--- src/rtl/fir_pkg.sv ---
`default_nettype none
// ============================================================================
//  Module      : fir_pkg
//  Description : Shared sizes, types and the round/saturate helper used by the
//                time-multiplexed FIR engine.
//                NTAPS taps, DW-bit unsigned samples, CW-bit Q1.FRAC signed
//                coefficients, ACCW-bit signed accumulator.
//  Revision    : 1.0 - initial release
// ============================================================================
package fir_pkg;

    localparam int NTAPS = 31;
    localparam int DW    = 10;
    localparam int CW    = 32;
    localparam int FRAC  = 30;
    localparam int ACCW  = 48;
    localparam int AW    = 5;              // tap index / coefficient address width
    localparam int PW    = DW + 1 + CW;    // signed product width

    typedef enum logic [1:0] {
        IDLE  = 2'd0,
        MAC   = 2'd1,
        ROUND = 2'd2,
        OUT   = 2'd3
    } fir_state_t;

    typedef logic        [DW-1:0]   sample_t;
    typedef logic signed [CW-1:0]   coef_t;
    typedef logic signed [ACCW-1:0] acc_t;
    typedef logic        [AW-1:0]   tap_idx_t;

    localparam acc_t SAT_MAX = acc_t'((1 << DW) - 1);

    // Drop the fraction bits (arithmetic shift) and clamp into the unsigned
    // output code range.
    function automatic sample_t round_sat(input acc_t acc);
        acc_t r;
        r = acc >>> FRAC;
        if (r[ACCW-1]) begin
            return '0;
        end else if (r > SAT_MAX) begin
            return '1;
        end else begin
            return sample_t'(r);
        end
    endfunction

endpackage
`default_nettype wire

--- src/rtl/fir_sample_ring.sv ---
`default_nettype none
// ============================================================================
//  Module      : fir_sample_ring
//  Description : NTAPS-deep sample history ring. Writes land at the write
//                pointer; the read port returns ring[(wr_ptr - k) mod NTAPS],
//                so k=0 is the newest sample while the pointer is held.
//  Ports       : clk      - clock
//                reset    - synchronous active-low reset (clears ring/pointer)
//                i_we     - write i_wdata at the write pointer
//                i_wdata  - sample to store
//                i_adv    - advance write pointer (wraps NTAPS-1 -> 0)
//                i_k      - tap offset back from the write pointer
//                o_rdata  - sample at (wr_ptr - i_k) mod NTAPS
//  Revision    : 1.0 - initial release
// ============================================================================
module fir_sample_ring
    import fir_pkg::*;
(
    input  logic     clk,
    input  logic     reset,
    input  logic     i_we,
    input  sample_t  i_wdata,
    input  logic     i_adv,
    input  tap_idx_t i_k,
    output sample_t  o_rdata
);

    sample_t  r_mem [NTAPS];
    tap_idx_t r_wr_ptr;
    tap_idx_t w_rd_addr;

    // Modulo-NTAPS subtraction. The wrapped branch may overflow the 5-bit
    // intermediate, but the final value is always below NTAPS.
    always_comb begin
        if (r_wr_ptr >= i_k) begin
            w_rd_addr = r_wr_ptr - i_k;
        end else begin
            w_rd_addr = r_wr_ptr + tap_idx_t'(NTAPS) - i_k;
        end
    end

    assign o_rdata = r_mem[w_rd_addr];

    always_ff @(posedge clk) begin
        if (!reset) begin
            for (int i = 0; i < NTAPS; i++) begin
                r_mem[i] <= '0;
            end
            r_wr_ptr <= '0;
        end else begin
            if (i_we) begin
                r_mem[r_wr_ptr] <= i_wdata;
            end
            if (i_adv) begin
                r_wr_ptr <= (r_wr_ptr == tap_idx_t'(NTAPS - 1)) ? '0 : r_wr_ptr + 1'b1;
            end
        end
    end

endmodule
`default_nettype wire

--- src/rtl/fir_mac_sequencer.sv ---
`default_nettype none
// ============================================================================
//  Module      : fir_mac_sequencer
//  Description : Time-multiplexed FIR controller. One shared multiply-
//                accumulate walks NTAPS taps per sample (NTAPS+2 cycles from
//                accept to result), with a double-banked coefficient store so
//                reloads never disturb an in-flight result.
//  Ports       : clk            - clock, all logic on posedge
//                reset          - synchronous active-low reset
//                sample_valid   - new sample offered
//                sample         - unsigned sample
//                sample_ready   - engine idle, sample will be accepted
//                coef_we        - write coef_wdata to shadow bank at coef_addr
//                coef_addr      - tap index (>= NTAPS ignored)
//                coef_wdata     - Q1.30 signed coefficient
//                coef_commit    - request shadow -> active swap
//                filtered_valid - one-cycle pulse, filtered holds new result
//                filtered       - saturated result, held between pulses
//                busy           - computation in progress
//                overrun        - sticky, sample offered while not ready
//  Revision    : 1.0 - initial release
// ============================================================================
module fir_mac_sequencer
    import fir_pkg::*;
(
    input  logic          clk,
    input  logic          reset,
    input  logic          sample_valid,
    input  logic [DW-1:0] sample,
    output logic          sample_ready,
    input  logic          coef_we,
    input  logic [AW-1:0] coef_addr,
    input  logic [CW-1:0] coef_wdata,
    input  logic          coef_commit,
    output logic          filtered_valid,
    output logic [DW-1:0] filtered,
    output logic          busy,
    output logic          overrun
);

    fir_state_t r_state;
    fir_state_t w_next_state;

    tap_idx_t   r_k;
    acc_t       r_acc;
    logic       r_commit_pend;
    sample_t    r_filtered;
    logic       r_overrun;
    coef_t      r_shadow [NTAPS];
    coef_t      r_active [NTAPS];

    logic                 w_accept;
    logic                 w_swap;
    logic                 w_coef_wr;
    sample_t              w_ring_rd;
    logic signed [PW-1:0] w_prod;
    acc_t                 w_prod_ext;

    assign w_accept  = sample_valid & sample_ready;
    assign w_coef_wr = coef_we & (coef_addr < tap_idx_t'(NTAPS));
    // A commit arriving in an IDLE cycle swaps immediately, so a sample
    // accepted in that same cycle already sees the new coefficients.
    assign w_swap    = (r_state == IDLE) & (r_commit_pend | coef_commit);

    fir_sample_ring u_ring (
        .clk     (clk),
        .reset   (reset),
        .i_we    (w_accept),
        .i_wdata (sample),
        .i_adv   (r_state == OUT),
        .i_k     (r_k),
        .o_rdata (w_ring_rd)
    );

    // Sample is an unsigned code: prepend a zero so it multiplies as a
    // non-negative signed value.
    assign w_prod     = PW'($signed({1'b0, w_ring_rd})) * PW'(r_active[r_k]);
    assign w_prod_ext = {{(ACCW - PW){w_prod[PW-1]}}, w_prod};

    // ---------------- FSM: state register ----------------
    always_ff @(posedge clk) begin
        if (!reset) begin
            r_state <= IDLE;
        end else begin
            r_state <= w_next_state;
        end
    end

    // ---------------- FSM: next state ----------------
    always_comb begin
        w_next_state = r_state;
        case (r_state)
            IDLE:    if (w_accept) w_next_state = MAC;
            MAC:     if (r_k == tap_idx_t'(NTAPS - 1)) w_next_state = ROUND;
            ROUND:   w_next_state = OUT;
            OUT:     w_next_state = IDLE;
            default: w_next_state = IDLE;
        endcase
    end

    // ---------------- FSM: outputs ----------------
    always_comb begin
        sample_ready   = (r_state == IDLE);
        busy           = (r_state != IDLE);
        filtered_valid = (r_state == OUT);
    end

    assign filtered = r_filtered;
    assign overrun  = r_overrun;

    // ---------------- Datapath ----------------
    always_ff @(posedge clk) begin
        if (!reset) begin
            r_k           <= '0;
            r_acc         <= '0;
            r_commit_pend <= 1'b0;
            r_filtered    <= '0;
            r_overrun     <= 1'b0;
        end else begin
            if (w_accept) begin
                r_acc <= '0;
                r_k   <= '0;
            end else if (r_state == MAC) begin
                r_acc <= r_acc + w_prod_ext;
                if (r_k != tap_idx_t'(NTAPS - 1)) begin
                    r_k <= r_k + 1'b1;
                end
            end

            // Registered at the end of ROUND so the value is stable for the
            // whole OUT cycle in which filtered_valid pulses.
            if (r_state == ROUND) begin
                r_filtered <= round_sat(r_acc);
            end

            if (sample_valid && !sample_ready) begin
                r_overrun <= 1'b1;
            end

            if (w_swap) begin
                r_commit_pend <= 1'b0;
            end else if (coef_commit) begin
                r_commit_pend <= 1'b1;
            end
        end
    end

    // ---------------- Coefficient banks ----------------
    always_ff @(posedge clk) begin
        if (!reset) begin
            for (int i = 0; i < NTAPS; i++) begin
                r_shadow[i] <= '0;
                r_active[i] <= '0;
            end
        end else begin
            for (int i = 0; i < NTAPS; i++) begin
                if (w_coef_wr && (coef_addr == tap_idx_t'(i))) begin
                    r_shadow[i] <= coef_wdata;
                end
                // Same-cycle write is forwarded into the swap.
                if (w_swap) begin
                    r_active[i] <= (w_coef_wr && (coef_addr == tap_idx_t'(i))) ? coef_wdata
                                                                                 : r_shadow[i];
                end
            end
        end
    end

endmodule
`default_nettype wire
--- config.mk ---
export PLATFORM = sky130hd
export DESIGN_NAME = fir_mac_sequencer
export DESIGN_NICKNAME = d
export VERILOG_FILES = /design/src/rtl/fir_pkg.sv /design/src/rtl/fir_sample_ring.sv /design/src/rtl/fir_mac_sequencer.sv
export SDC_FILE = /design/constraint.sdc
export NUM_CORES = 2
export LEC_CHECK = 0
export CAP_MARGIN = 15
export CORE_ASPECT_RATIO = 0.8
export CORE_MARGIN = 2
export CORE_UTILIZATION = 30
export DETAILED_ROUTE_END_ITERATION = 8
export MAX_ROUTING_LAYER = met4
export PLACE_DENSITY = 0.51
export SLEW_MARGIN = 5
export SYNTH_ARGS = -nofsm -noshare
export SYNTH_HDL_FRONTEND = slang
export SYNTH_SLANG_ARGS = --single-unit
--- constraint.sdc ---
create_clock -name clk -period 33.7 [get_ports clk]
set_clock_uncertainty 0.15 [all_clocks]
set_input_delay 5.055 -clock clk [delete_from_list [all_inputs] [get_ports clk]]
set_output_delay 5.055 -clock clk [all_outputs]
set_load 0.02 [all_outputs]
# Word level (Yosys, flattened, before mapping)
# Memories as Yosys holds them, arrays and structs flattened. A register that Yosys moved wholly into a read port is not among the register bits.
# Cells that the tools add are included.
# op_classes
add_sub_neg	6
mul	1
div_mod_pow	0
n_lt_le_gt_ge	3
n_eq_ne	38
n_shift	0
mux	205
bitwise	67
reduce_logical	41
# op_table
cell	count
32-bit two-way mux	93
1-bit two-way mux	101
5-bit equality test, second input constant	17
1-bit OR	63
48-bit by 43-bit adder with 48-bit output	1
11-bit by 32-bit multiplier with 43-bit output	1
5-bit by 4-bit equality test with 1-bit output, second input constant	8
1-bit logical AND	32
10-bit two-way mux	3
5-bit two-way mux	5
5-bit by 3-bit equality test with 1-bit output, second input constant	4
18-bit by 11-bit greater-than comparator with 1-bit output, second input constant	1
5-bit by 1-bit adder with 5-bit output, second input constant	2
5-bit by 2-bit equality test with 1-bit output, second input constant	2
10-bit OR reduction	1
5-bit subtractor	2
2-bit case mux with 4 select lines	1
5-bit adder, second input constant	1
5-bit by 1-bit equality test with 1-bit output, second input constant	1
5-bit >= comparator	1
5-bit logical NOT	1
5-bit < comparator, second input constant	1
5-bit != test, second input constant	1
2-bit equality test, second input constant	2
other kinds (11)	16
# word_totals
ff_bits	72
latchBits	0
ram_bits	2294
romBits	0
input_bits	52
output_inout_bits	14
memories	3
# memory_table
memory	words	word_bits	read_ports	rd_ports_with_merged_regs	write_ports	line	rtl
r_active	31	32	1	1	31	fir_mac_sequencer.sv:50	coef_t r_active [NTAPS];
r_shadow	31	32	31	0	31	fir_mac_sequencer.sv:49	coef_t r_shadow [NTAPS];
u_ring.r_mem	31	10	1	0	31	fir_sample_ring.sv:28	sample_t r_mem [NTAPS];

# Depth between registers and ports, before layout
# logic_depth
word_depth	7
depth_mapped	36
depth_no_buf	31

# Hierarchy
# Synthesis repeated with hierarchy kept, for this count alone.
# unflattened
hier_cells	9771
area_unflattened_um2	118280.9
# by_module_without_submodules
module	instances	cells_per_inst	area_each_um2	seq_area_each_um2
fir_mac_sequencer	1	8578	102743.5	61018.5
fir_sample_ring	1	1193	15537.4	9709.3

# Worst setup path after synthesis
# OpenSTA, ideal clock, no wires.
# synth_timing
path_kind	input -> register
from	input reset
to	memory r_active[0][0] in the netlist's numbering (enable)
setup_ns	6.912
arrival_ns	22.131
required_ns	26.638
setup_slack_ns	4.507
path_stages	5
n_path_buf	4
path_cell_list	clkbuf_1 -> clkbuf_1 -> clkbuf_1 -> clkbuf_1 -> nand2_1
# synth_rtl
element	line	rtl
from (decl)	fir_mac_sequencer.sv:27	input logic reset,
to (decl)	fir_mac_sequencer.sv:50	

==> reports/results.ini <==
[grt]
grt_usage_pct=21.4
antenna_found_initial=8
grt_pass1_wl_um=630000
overflow=0
grt_pass1_vias=84900
grt_max_degree=185

[cts]
hold_buffers=0
post_cts.repair.setup_buffers=0
cts_sinks=2381
cts_made_buffers=240
path_clk_slew_ns=0.06
cts_root_buf=clkbuf_16
htreeDepth=4
cts_tree=yes
ctsResizeCount=0
insertion_delay_ns=0.97
clk_path_buf_depth=4

[die]
dieWidth_um=718
ios=66
dieHeight_um=575
rows=209
core_sq_mm=0.406
initial_core_util_pct=30.2
dieArea_sq_mm=0.413

[critical_path]
crit_top_cell=fa_1
cp.required_ns=34.27
slowest_stage=dfxtp_4
crit_path_max_incr_delay_ns=0.93
cp_top_family=adder cells
critPathMaxFanout=36
end_kind=flop
crit_buf_inv=5
critPathKind=reg -> reg
r2r.worst_path.cells=26
reg2reg_slack_ns=22.11
startpoint_type=flop
crit_arrival_ns=12.17
r2r-end=r_acc[43]

[routing]
routedWlPerCell_um=28.5
wl_met3_um=47300
routed_via_density=5.58
wl_met2_um=196000
ant_nets=0
drt_wl_total_um=443000
routed.top_layer=met4
drc=36
wirelength_met1_um=187000
drt_iter0_drc=11900
vias=86600
first_pass_iters=9

[worst_hold_path]
hold_end=r_acc[45]
hold_start=r_acc[45]
holdPathStages=2
worstHoldPathType=reg -> reg

[synth]
synth_area_sq_mm=0.122
ys_ff_latch=2381
yosys.area.top_type=edfxtp_1
synth_cells=10200
syn_nets=10800
synth_edf_count=2304
synth.distinct_cells=76
syn_area_per_cell_sq_um=11.9
synth_top_area_share_pct=56.5
muxShareOfSynthArea_pct=6.17
synth-async-reset-ratio_pct=0
synthFlopType=edfxtp_1
synth_warnings=0
synthTopCellsByArea=edfxtp_1 57%, nand2_1 6.7%, fa_1 5.5%, mux4_2 5.3%, a21oi_1 2.6%
synth_xor_area_share_pct=0.429
synth-adder-area-share_pct=6.73
yosysMostFrequentCell=edfxtp_1
synth_top_family_by_area=compound AO/OA/AOI/OAI gates
synth_compound_area_share_pct=12.5
yosysSeqAreaShare_pct=57.8
yosys.area_share.simple_pct=11.9
synth_common_cells=2304 x edfxtp_1, 2170 x nand2_1, 737 x nor2_1

[sta]
fin_ws_ns=22.11
slew_viol_final=0
relSlewSlack_pct=8.18
fin_crit_sh_pct=34.4
rsz0062_at_grt=false
tightest_slew_ns=1.38
finalCriticalPeriod_ns=11.59
fmax_ghz=0.0863
hold_violations=0
finalSetupViolCount=0
setup-tns-final_ns=0

[outcome]
status=finished with violations
failed_checks=DRC

[cells_and_area]
drive_gt1_share_pct=11.3
syn_to_final_growth_pct=11.8
multiInputGateArea_sq_mm=0.0472
n_fill_cell=39600
fin_nets=10500
seq_area_sq_mm=0.0707

[placed_design]
portBuffers=65
dp_hpwl_um=251000
dp_slack_ns=21.99
gp_congestion=0.906

[flow_run]
drv_cap=0

placed cells by master, fill, tap and decap left out, types with 17 or more instances in the layout:
cell,instances
a21boi_0,417
nor2_4,23
nand3_1,18
clkinv_1,56
bufinv_16,17
a22o_1,320
a221o_1,96
nor2_1,714
nor3_2,65
o221ai_1,42
xnor2_1,28
a21o_1,40
mux4_2,288
clkinv_2,35
nand2b_1,17
a21oi_1,644
inv_1,506
edfxtp_1,2304
mux2i_1,81
dfxtp_1,72
and2_1,314
nand2_1,2112
and3_1,39
a221oi_1,232
ha_1,116
fa_1,338
clkdlybuf4s50_1,64
nor2b_1,22
o21ai_0,97
o32ai_4,39
clkbuf_1,53
xor2_1,25
clkbuf_16,244
o22ai_1,124
buf_4,277
nand2_2,43
registers in the layout (all words and copies together), names as in the netlist, named ones only:
register / flops
r_k: 5
overrun: 1
filtered: 10
r_shadow: 992
r_active: 992
r_acc: 48
r_commit_pend: 1
u_ring.r_wr_ptr: 5
u_ring.r_mem: 320
r_state: 2
cell families after synthesis:
kind of cell,Yosys count
AO/OA/AOI/OAI,2128
XOR/XNOR,57
adder cells (fa/ha/maj),455
buffers and inverters,1384
flip-flops,2381
multiplexers,389
AND/OR/NAND/NOR,3449
worst max-delay path by stage:
stage / end / slack [ns] / depth (start not counted)
CTS: r_acc[41] / 21.99 / 24
global placement: r_acc[43] / 22.06 / 26
floorplan: r_active[0][0] / 4.51 / 5
detailed placement: r_acc[41] / 21.99 / 24
finish: r_acc[43] / 22.11 / 26
global route: r_acc[41] / 21.57 / 29
metal layers:
metal	GRT usage [%]	vias up
li1	-	36200
met1	29.3	44400
met2	31.9	5061
met3	5.03	908
met4	5.68	0
met5	-	-
tightest hold or removal path, delay by kind of cell (launching register included):
kind	cells	cell delay (ns)
AND/OR/NAND/NOR	1	0.05
AO/OA/AOI/OAI	1	0.06
flip-flops	1	0.33
metrics by stage:
stage / utilization, % / instances / hold slack, ns / cell area [sq um]
global placement: 31.9 / 15100 / 0.287 / 129000
finish: 33.7 / 15500 / 0.320 / 137000
detailed placement: 31.9 / 15100 / 0.304 / 129000
floorplan: - / 10200 / 0.275 / 122000
global route: 33.7 / 15500 / 0.338 / 137000
CTS: 33.7 / 15500 / 0.322 / 137000
final cells by class:
| type | instances | area share [%] |
|---|---|---|
| inverter | 507 | 1.39 |
| sequential | 2381 | 51.7 |
| tap | 5380 | 4.92 |
| antenna | 6 | 0.0110 |
| timing repair buffer | 351 | 2.09 |
| clock inverter | 123 | 0.770 |
| multi-input combinational | 6478 | 34.5 |
| clock buffer | 297 | 4.61 |
Power is left out: the tool's default activity adds up to more than one toggle a clock period on the data nets, which glitch-free logic cannot reach.
